--- config.mk ---
export PLATFORM = sky130hd
export DESIGN_NAME = openmips_test_monitor
export DESIGN_NICKNAME = d
export VERILOG_FILES = /design/src/rtl/openmips_test_monitor.sv
export SDC_FILE = /design/constraint.sdc
export NUM_CORES = 1
export LEC_CHECK = 0
export BUFFER_PORTS_ARGS = -buffer_cell sky130_fd_sc_hd__buf_2
export CORE_MARGIN = 4
export CORE_UTILIZATION = 47
export CTS_BUF_LIST = sky130_fd_sc_hd__clkbuf_4
export DETAILED_ROUTE_END_ITERATION = 8
export PLACE_DENSITY = 0.73
export SLEW_MARGIN = 20
export SYNTH_ARGS = -nofsm -noshare
export SYNTH_HDL_FRONTEND = slang
export SYNTH_SLANG_ARGS = --single-unit
--- constraint.sdc ---
create_clock -name clk -period 2.5 [get_ports clk]
set_input_delay 0.5 -clock clk [delete_from_list [all_inputs] [get_ports clk]]
set_output_delay 0.5 -clock clk [all_outputs]
set_load 0.03 [all_outputs]
--- src/rtl/openmips_test_monitor.sv ---
// End-of-test monitor for the OpenMIPS SOPC: snoops write-back, keeps counters and a
// rotate-xor signature, and latches a PASS/FAIL/TIMEOUT verdict until reset.
module openmips_test_monitor #(
  parameter logic [4:0]  DONE_REG       = 5'd2,
  parameter logic [31:0] PASS_VAL       = 32'h0000_0001,
  parameter logic [31:0] TIMEOUT_CYCLES = 32'd1000
) (
  input  logic        clk,
  input  logic        rst,
  input  logic        wb_wreg,
  input  logic [4:0]  wb_wd,
  input  logic [31:0] wb_wdata,
  output logic        done,
  output logic        pass,
  output logic        fail,
  output logic        timeout,
  output logic [31:0] cycle_count,
  output logic [31:0] wb_count,
  output logic [31:0] signature,
  output logic [31:0] result
);

  typedef enum logic [1:0] {
    S_RUN     = 2'd0,
    S_PASS    = 2'd1,
    S_FAIL    = 2'd2,
    S_TIMEOUT = 2'd3
  } state_t;

  state_t      r_state;
  logic        r_done, r_pass, r_fail, r_timeout;
  logic [31:0] r_cycle, r_wbcnt, r_sig, r_result;

  logic        w_qual, w_mbox, w_last;
  logic [31:0] w_sig_next;

  // Writes to $0 never qualify, even with the enable set.
  assign w_qual     = wb_wreg && (wb_wd != 5'd0);
  assign w_mbox     = w_qual && (wb_wd == DONE_REG);
  assign w_last     = (r_cycle == TIMEOUT_CYCLES - 32'd1);
  assign w_sig_next = {r_sig[30:0], r_sig[31]} ^ wb_wdata ^ {27'd0, wb_wd};

  always_ff @(posedge clk) begin
    if (rst) begin
      r_state   <= S_RUN;
      r_done    <= 1'b0;
      r_pass    <= 1'b0;
      r_fail    <= 1'b0;
      r_timeout <= 1'b0;
      r_cycle   <= 32'd0;
      r_wbcnt   <= 32'd0;
      r_sig     <= 32'd0;
      r_result  <= 32'd0;
    end else if (r_state == S_RUN) begin
      r_cycle <= r_cycle + 32'd1;
      if (w_qual) begin
        if (r_wbcnt != 32'hFFFF_FFFF) r_wbcnt <= r_wbcnt + 32'd1;
        r_sig <= w_sig_next;
      end
      // Mailbox takes priority over a timeout landing on the same edge.
      if (w_mbox) begin
        r_result <= wb_wdata;
        r_done   <= 1'b1;
        if (wb_wdata == PASS_VAL) begin
          r_state <= S_PASS;
          r_pass  <= 1'b1;
        end else begin
          r_state <= S_FAIL;
          r_fail  <= 1'b1;
        end
      end else if (w_last) begin
        r_state   <= S_TIMEOUT;
        r_done    <= 1'b1;
        r_timeout <= 1'b1;
      end
    end
  end

  assign done        = r_done;
  assign pass        = r_pass;
  assign fail        = r_fail;
  assign timeout     = r_timeout;
  assign cycle_count = r_cycle;
  assign wb_count    = r_wbcnt;
  assign signature   = r_sig;
  assign result      = r_result;

endmodule
# [After elaboration in Yosys (flattened, before gate mapping)]
# Cells that the tools add are included.
# Widths: inputs -> output; s select.
[classes] n_addsub=2 multipliers=0 div_mod_pow=0 magnitude_cmp=0 n_eq_ne=4 shifts=0 muxes=5 n_bitwise=4 reduce_logical=12
[ops] cell="$add 32x1->32 const B" count=2
[ops] cell="$eq 32x1->1 const B" count=1
[ops] cell="$eq 32x10->1 const B" count=1
[ops] cell="$ne 32x32->1 const B" count=1
[ops] cell="$xor 32x32->32" count=1
[ops] cell="$xor 32x5->32" count=1
[ops] cell="$reduce_and 3->1" count=4
[ops] cell="$mux 2" count=3
[ops] cell="$reduce_and 2->1" count=3
[ops] cell="$eq 5x2->1 const B" count=1
[ops] cell="$reduce_bool 5->1" count=1
[ops] cell="$logic_and 1x1->1" count=2
[ops] cell="$logic_not 2->1" count=1
[ops] cell="$mux 1" count=2
[ops] cell="$not 1->1" count=2
[ops] cell="$reduce_bool 2->1" count=1
[totals] regBits=134 latchBits=0 ramBits=0 mem_bits_ro=0 in_bits=40 n_memories=0

# [Longest topological paths before layout]
# Gate-level depths: netlist of the first run.
[depth] ltp_word=5 depth_mapped=8 mapped_depth_nobuf=6

# [Worst setup path before layout of the first run]
# Ideal clock, no wire load.
[synth_timing] kind="reg-to-reg" from="reg r_wbcnt[0] (netlist: wb_count[0])" to="reg r_wbcnt[1] (netlist: wb_count[1])" setup_time_ns=0.128 arrival_ns=2.264 path_slack_ns=0.109 stages_incl_launch_ff=9 n_path_buf=2 path_cell_list="dfxtp_1 > ha_1 > nand3_1 > or4_1 > o21ai_4 > buf_6 > buf_6 > mux2i_1 > nor2_1"
[synth_between] elab_chain_len=2
[synth_lines] item="start: declaration" line_no="32" text="logic [31:0] r_cycle, r_wbcnt, r_sig, r_result;"
[synth_lines] item="start signal: assignment" line_no="57" text="if (r_wbcnt != 32'hFFFF_FFFF) r_wbcnt <= r_wbcnt + 32'd1;"
[synth_lines] item="branches (longest 2 deep; another with $add 32x1->32)"
# Several ways; the timed one is not identified.
# A chain may end at the register's enable or synchronous reset.

# [Worst setup path in the final report of the first run]
# Same ends and word-level chain as after synthesis.

==> impl_metrics.env, run 1 <==
export IMPL_unrepaired_setup_endpoints_after_global_routing="no"
export IMPL_area_of_combinational_cells_with_multiple_inputs_um2=3050
export IMPL_fp_dieArea_um2=14500
export IMPL_area_growth_synth_to_final_pct=23.5
export IMPL_number_of_vias_per_cell=5.56
export IMPL_synth_seq_area_share=0.452
export IMPL_final_cells=1050
export IMPL_crit_path_end_kind="flip-flop"
export IMPL_crit_chain="ha_1, nand3_1, or4_1, o21ai_4, buf_12, mux2i_1, nor2_1"
export IMPL_cts_buffers=17
export IMPL_clock_tree_root_cell="clkbuf_4"
export IMPL_slew_violations=0
export IMPL_final_hold_violation_count=0
export IMPL_vias=5835
export IMPL_hold_class="primary input to flip-flop"
export IMPL_crit_path_class="flip-flop to flip-flop"
export IMPL_clock_skew_final_ns=0.0136
export IMPL_run_status="completed"
export IMPL_grt_pass1_vias=5558
export IMPL_slowest_stage="or4_1"
export IMPL_vdd_drop_max_v=0.000292
export IMPL_power_share_combinational=0.118
export IMPL_synth_flop_type="dfxtp_1"
export IMPL_route_detailed_wl_per_inst_um=15.9
export IMPL_power_share_sequential=0.521
export IMPL_power_per_cell_area_nw_per_um2=592
export IMPL_worst_endpoint_arrival_ns=2.69
export IMPL_worst_setup_path_start_kind="flip-flop"
export IMPL_setup_violations_final=0
export IMPL_dp_slack_ns=0.0712
export IMPL_synth_largest_type_area_fraction=0.452
export IMPL_cts_hold_fix_buffers=0
export IMPL_cts_setup_buffers=0
export IMPL_cts_reportedPaths_clkPinSlew_ns=0.11
export IMPL_global_route_wire_length_before_repair_mm=27.1
export IMPL_antenna_found_initial=0
export IMPL_path_delay_family="simple AND/OR/NAND/NOR gates"
export IMPL_total_nets_final=912
export IMPL_cts_htree_levels=4
export IMPL_synth_edff_count=0
export IMPL_syn_num_nets=741
export IMPL_dp_final_hpwl_mm=12.2
export IMPL_internal_power_mw=3.17
export IMPL_yosys_area_top_type="dfxtp_1"
export IMPL_max_slew_margin_rel=0.551
export IMPL_detailedRoute_firstIterationViolations=372
export IMPL_clock_power_share=0.361
export IMPL_routabilityCongestion=0.843
export IMPL_final_antenna_net_count=0
export IMPL_flops_latches_synth=134
export IMPL_drtPass1Iterations=7
export IMPL_postSynthAreaPerCell_um2=8.48
export IMPL_finalWirelength_mm=16.7
export IMPL_sequential_cell_area_um2=2680
export IMPL_synth_yosys_warnings=0
export IMPL_clk_path_buf_depth=2
export IMPL_ys_async_sr_fraction=0
export IMPL_post_place_cells=1019
export IMPL_cp_buffers_inverters=1
export IMPL_crit_path_max_fanout=26
export IMPL_timing_final_crit_period_ns=2.25
export IMPL_die_width_um=120
export IMPL_synth_most_common_cell="dfxtp_1"
export IMPL_core_region_um2=12200
export IMPL_final_hold_worst_slack_ns=0.218
export IMPL_antenna_diode_instance_count=0
export IMPL_drc=0
export IMPL_synth_cell_types=44
export IMPL_ys_top_cells_by_area="dfxtp_1 (45%), xnor2_1 (7.5%), nand2_1 (6.2%)"
export IMPL_n_fill_cell=1122
export IMPL_max_freq_mhz=444
export IMPL_final_period_utilization=0.900
export IMPL_post_synthesis_instance_area_um2=5930
export IMPL_final_setup_tns_ns=0
export IMPL_share_of_final_layout_standard_cells_stronger_than_drive_strength_1=0.260
export IMPL_worst_skew_pair_late_latency_ns=0.54
export IMPL_die_h_um=120
export IMPL_top_level_ports=172
export IMPL_cts_repair_resized=0
export IMPL_maximum_number_of_pins_on_one_net_before_global_route_repair=60
export IMPL_clock_tree_from_tritoncts="built"
export IMPL_tritoncts_num_sinks=134
export IMPL_syn_instance_count=699
export IMPL_static_leakage_power_nw=2.95
export IMPL_initial_core_util=0.488
export IMPL_drv_cap=0
export IMPL_total_switching_power_mw=1.16
export IMPL_crit_required_ns=2.94
export IMPL_placement_rows=40
export IMPL_global_route_overflow_total=0
export IMPL_layout_core_utilization=0.602
export IMPL_worst_slack_ns=0.250
export IMPL_fraction_of_power_spent_switching_nets=0.268
export IMPL_globalRouteTotalUtil=0.232
export IMPL_worst_slew_pin_transition_ns=0.674
export IMPL_worst_path_largest_cell_delay_ns=0.70
export IMPL_count_of_input_and_output_buffers=171
export IMPL_synth_top_cells_by_count="dfxtp_1 (134), nand2_1 (98), nor2_1 (83)"
## worst paths after layout
kind / slack (ns) / from / to / depth (start not counted)
hold reg to reg: 0.45 / fail$_SDFFE_PP0P_ / fail$_SDFFE_PP0P_ / 2
setup / recovery: 0.25 / wb_count[0]$_SDFFE_PP0P_ / wb_count[1]$_SDFFE_PP0P_ / 7
setup reg to reg: 0.25 / wb_count[0]$_SDFFE_PP0P_ / wb_count[1]$_SDFFE_PP0P_ / 7
hold / removal: 0.22 / wb_wdata[17] / result[17]$_SDFFE_PP0P_ / 3
## tightest hold or removal path, delay by kind of cell
family,cells,cell delay [ns]
buffers and inverters,1,0.12
AND/OR/NAND/NOR,1,0.05
AO/OA/AOI/OAI,1,0.05
## through the flow
| stage | power (mW) | cell area [um^2] |
|---|---|---|
| 6_report | 4.34 | 7330 |
| 2_1_floorplan | 2.63 | 5930 |
| 4_1_cts | 4.38 | 7330 |
| 3_5_place_dp | 2.82 | 7020 |
| 5_1_grt | 4.52 | 7330 |
| 3_3_place_gp | 2.80 | 7020 |
## power groups by stage
stage / sequential (mW) / clock [mW] / combinational [mW]
2_1_floorplan: 2.42 / 0 / 0.214
3_3_place_gp: 2.30 / 0 / 0.502
3_5_place_dp: 2.31 / 0 / 0.509
4_1_cts: 2.26 / 1.61 / 0.512
5_1_grt: 2.27 / 1.70 / 0.553
6_report: 2.26 / 1.57 / 0.512
## placed cells by master (no fill, tap or decap), types with 2 or more instances in the layout
cell type,count
a2111oi_0,2
a211oi_1,32
a21oi_1,64
and2_1,5
and3_1,8
and4_1,6
buf_12,4
buf_2,170
buf_4,14
bufinv_16,4
clkbuf_4,19
clkinv_1,2
clkinv_2,5
dfxtp_1,134
ha_1,2
inv_1,11
mux2_2,3
nand2_1,98
nand3_1,19
nand4_1,31
nand4b_1,5
nor2_1,83
nor2b_1,4
nor3_1,5
nor3b_1,3
nor4_1,13
nor4_4,2
nor4b_1,2
o211ai_1,2
o21ai_0,15
o31ai_1,9
or3_1,8
or4_1,12
or4_4,2
xnor2_1,51
xor2_1,21
## metal layers
| layer | GRT usage | up-vias | wire (um) |
|---|---|---|---|
| met1 | 0.290 | 2758 | 7160 |
| li1 | - | 2815 | - |
| met5 | 0 | - | 0 |
| met4 | 0.0843 | 0 | 327 |
| met2 | 0.375 | 230 | 7880 |
| met3 | 0.0748 | 32 | 1380 |
## kinds of logic (layout without fill, tap and decap cells)
logic type | Yosys count | after routing | share of synthesized area
xor+xnor | 72 | 72 | 0.106
fa+ha+maj | 2 | 2 | 0.00422
flops | 134 | 134 | 0.452
mux | 5 | 5 | 0.00928
buf+inv | 47 | 230 | 0.0346
simple gates | 310 | 310 | 0.262
compound gates | 129 | 129 | 0.131
## cell type report
class	count	area share
clock buffers	19	0.0195
flip-flops and latches	134	0.366
inverters	11	0.00564
repair buffers	188	0.141
multi-input cells	518	0.417
clock inverters	12	0.0219
well taps	168	0.0287
## registers in the layout, summed over array words and instances, names as in the netlist, 2 cells and up
signal	cells
signature	32
wb_count	32
r_state	2
cycle_count	32
result	32
Power figures use the tool's default switching activity.
==> run 2: changes to the inputs <==
CORE_UTILIZATION = 35   (was 47)
HOLD_SLACK_MARGIN = 0.12   (was default)
PLACE_DENSITY = 0.58   (was 0.73)
==> impl_metrics.env, run 2 (synthesis gave the netlist of run 1 again) <==
export IMPL_run_status="completed"
export IMPL_initial_core_util=0.358
export IMPL_placement_rows=47
export IMPL_postLayoutCellArea_um2=7440
export IMPL_worst_slew_pin_transition_ns=0.554
export IMPL_total_nets_final=918
export IMPL_final_cells=1109
export IMPL_cts_setup_buffers=0
export IMPL_max_freq_mhz=456
export IMPL_cts_buffers=17
export IMPL_tritoncts_num_sinks=134
export IMPL_cts_htree_levels=4
export IMPL_worst_skew_pair_late_latency_ns=0.54
export IMPL_worst_setup_path_start_kind="flip-flop"
export IMPL_crit_path_max_fanout=5
export IMPL_clk_path_buf_depth=2
export IMPL_drtPass1Iterations=4
export IMPL_post_place_cells=1077
export IMPL_grt_met1_usage=0.235
export IMPL_max_slew_margin_rel=0.621
export IMPL_setup_violations_final=0
export IMPL_final_hold_violation_count=0
export IMPL_cts_repair_resized=0
export IMPL_vdd_drop_max_v=0.000291
export IMPL_die_h_um=138
export IMPL_crit_required_ns=2.93
export IMPL_clock_tree_root_cell="clkbuf_4"
export IMPL_count_of_input_and_output_buffers=171
export IMPL_r2r_setup_slack_ns=0.31
export IMPL_worst_path_largest_cell_delay_ns=0.43
export IMPL_die_width_um=138
export IMPL_n_fill_cell=1719
export IMPL_top_usage_layer="met2"
export IMPL_timing_hold_worst_path_depth=3
export IMPL_slowest_stage="dfxtp_1"
export IMPL_global_route_wire_length_before_repair_mm=27.8
export IMPL_drv_cap=0
export IMPL_final_period_utilization=0.877
export IMPL_crit_chain="ha_1, and3_1, nand4_1, a211oi_1, and4b_1, mux2_1"
export IMPL_dp_final_hpwl_mm=12.4
export IMPL_routabilityCongestion=0.786
export IMPL_total_power_mw=4.42
export IMPL_route_detailed_wl_per_inst_um=15.3
export IMPL_vias=5624
export IMPL_finalWirelength_mm=17.0
export IMPL_timing_final_crit_period_ns=2.19
export IMPL_static_leakage_power_nw=2.98
export IMPL_core_region_um2=16600
export IMPL_layout_core_utilization=0.449
export IMPL_cts_reportedPaths_clkPinSlew_ns=0.13
export IMPL_timing_hold_worst_endpoint="result[10]$_SDFFE_PP0P_"
export IMPL_share_of_final_layout_standard_cells_stronger_than_drive_strength_1=0.267
export IMPL_slew_violations=0
export IMPL_global_route_overflow_total=0
export IMPL_top_level_ports=172
export IMPL_met3_usage=0.0649
export IMPL_worst_endpoint_arrival_ns=2.62
export IMPL_dp_slack_ns=0.0984
export IMPL_hold_class="primary input to flip-flop"
export IMPL_final_setup_tns_ns=0
export IMPL_worst_slack_ns=0.308
export IMPL_fp_dieArea_um2=19100
export IMPL_crit_path_end_kind="flip-flop"
export IMPL_worst_r2r_endpoint="wb_count[26]$_SDFFE_PP0P_"
export IMPL_use_met2=0.270
export IMPL_clock_skew_final_ns=0.0176
export IMPL_crit_path_class="flip-flop to flip-flop"
export IMPL_antenna_found_initial=0
export IMPL_cts_hold_fix_buffers=0
export IMPL_area_growth_synth_to_final_pct=25.4
export IMPL_worst_hold_startpoint="wb_wdata[10]"
export IMPL_timing_reg2reg_worst_path_depth=6
export IMPL_final_common_cell="buf_2"
export IMPL_grt_pass1_vias=5254
export IMPL_number_of_vias_per_cell=5.07
export IMPL_final_antenna_net_count=0
export IMPL_clock_tree_from_tritoncts="built"
export IMPL_power_per_cell_area_nw_per_um2=594
export IMPL_drc=0
export IMPL_final_cell_mix="buf_2 (170), dfxtp_1 (134), nand2_1 (98), nor2_1 (83), a21oi_1 (64)"
export IMPL_unrepaired_setup_endpoints_after_global_routing="no"
export IMPL_maximum_number_of_pins_on_one_net_before_global_route_repair=60
export IMPL_final_hold_worst_slack_ns=0.218
export IMPL_worstReg2RegStart="wb_count[0]$_SDFFE_PP0P_"
export IMPL_detailedRoute_firstIterationViolations=323
export IMPL_post_dp_cell_area_um2=7110
export IMPL_globalRouteTotalUtil=0.175
export IMPL_antenna_diode_instance_count=0
run 2: changes by cell type in the layout (fill, tap and decap cells not counted), sizes merged:
| cell | delta |
|---|---|
| buf | +6 |
| inv | +3 |
| clkbuf | -2 |
run 2: per-layer routing:
metal	share of wire	vias up
li1	-	2839
met2	0.44	155
met3	0.075	19
met5	0	-
met4	0.016	0
met1	0.47	2611
run 2: critical path: cells and delay by family, from the launching register on:
| kind | cells | cell delay, ns |
|---|---|---|
| compound gates | 1 | 0.43 |
| flops | 1 | 0.43 |
| simple gates | 3 | 0.67 |
| fa+ha+maj | 1 | 0.24 |
| mux | 1 | 0.31 |
run 2: power by group:
part	total, mW	switching (mW)	internal [mW]
clock network	1.65	0.848	0.802
logic	0.509	0.329	0.180
registers	2.26	0.0603	2.20
total	4.42	1.24	3.18
run 2: how the worst max path moves through the flow:
stage / from / to
after global placement: wb_wd[4] / r_state[0]$_SDFFE_PP0P_
final: wb_count[0]$_SDFFE_PP0P_ / wb_count[26]$_SDFFE_PP0P_
after CTS: wb_count[0]$_SDFFE_PP0P_ / wb_count[26]$_SDFFE_PP0P_
after floorplan: wb_count[0]$_SDFFE_PP0P_ / wb_count[1]$_SDFFE_PP0P_
after detailed placement: wb_wd[4] / signature[14]$_SDFFE_PP0P_
after global routing: wb_count[0]$_SDFFE_PP0P_ / wb_count[26]$_SDFFE_PP0P_
run 2: area by class of cell:
type                            count  area (um^2)  area share
Multi-Input combinational cell    518         3050       0.410
Clock inverter                     15          203      0.0272
Tap cell                          220          275      0.0370
Sequential cell                   134         2680       0.361
Timing Repair Buffer              194         1060       0.142
Inverter                           11         41.3     0.00555
Clock buffer                       17          128      0.0172
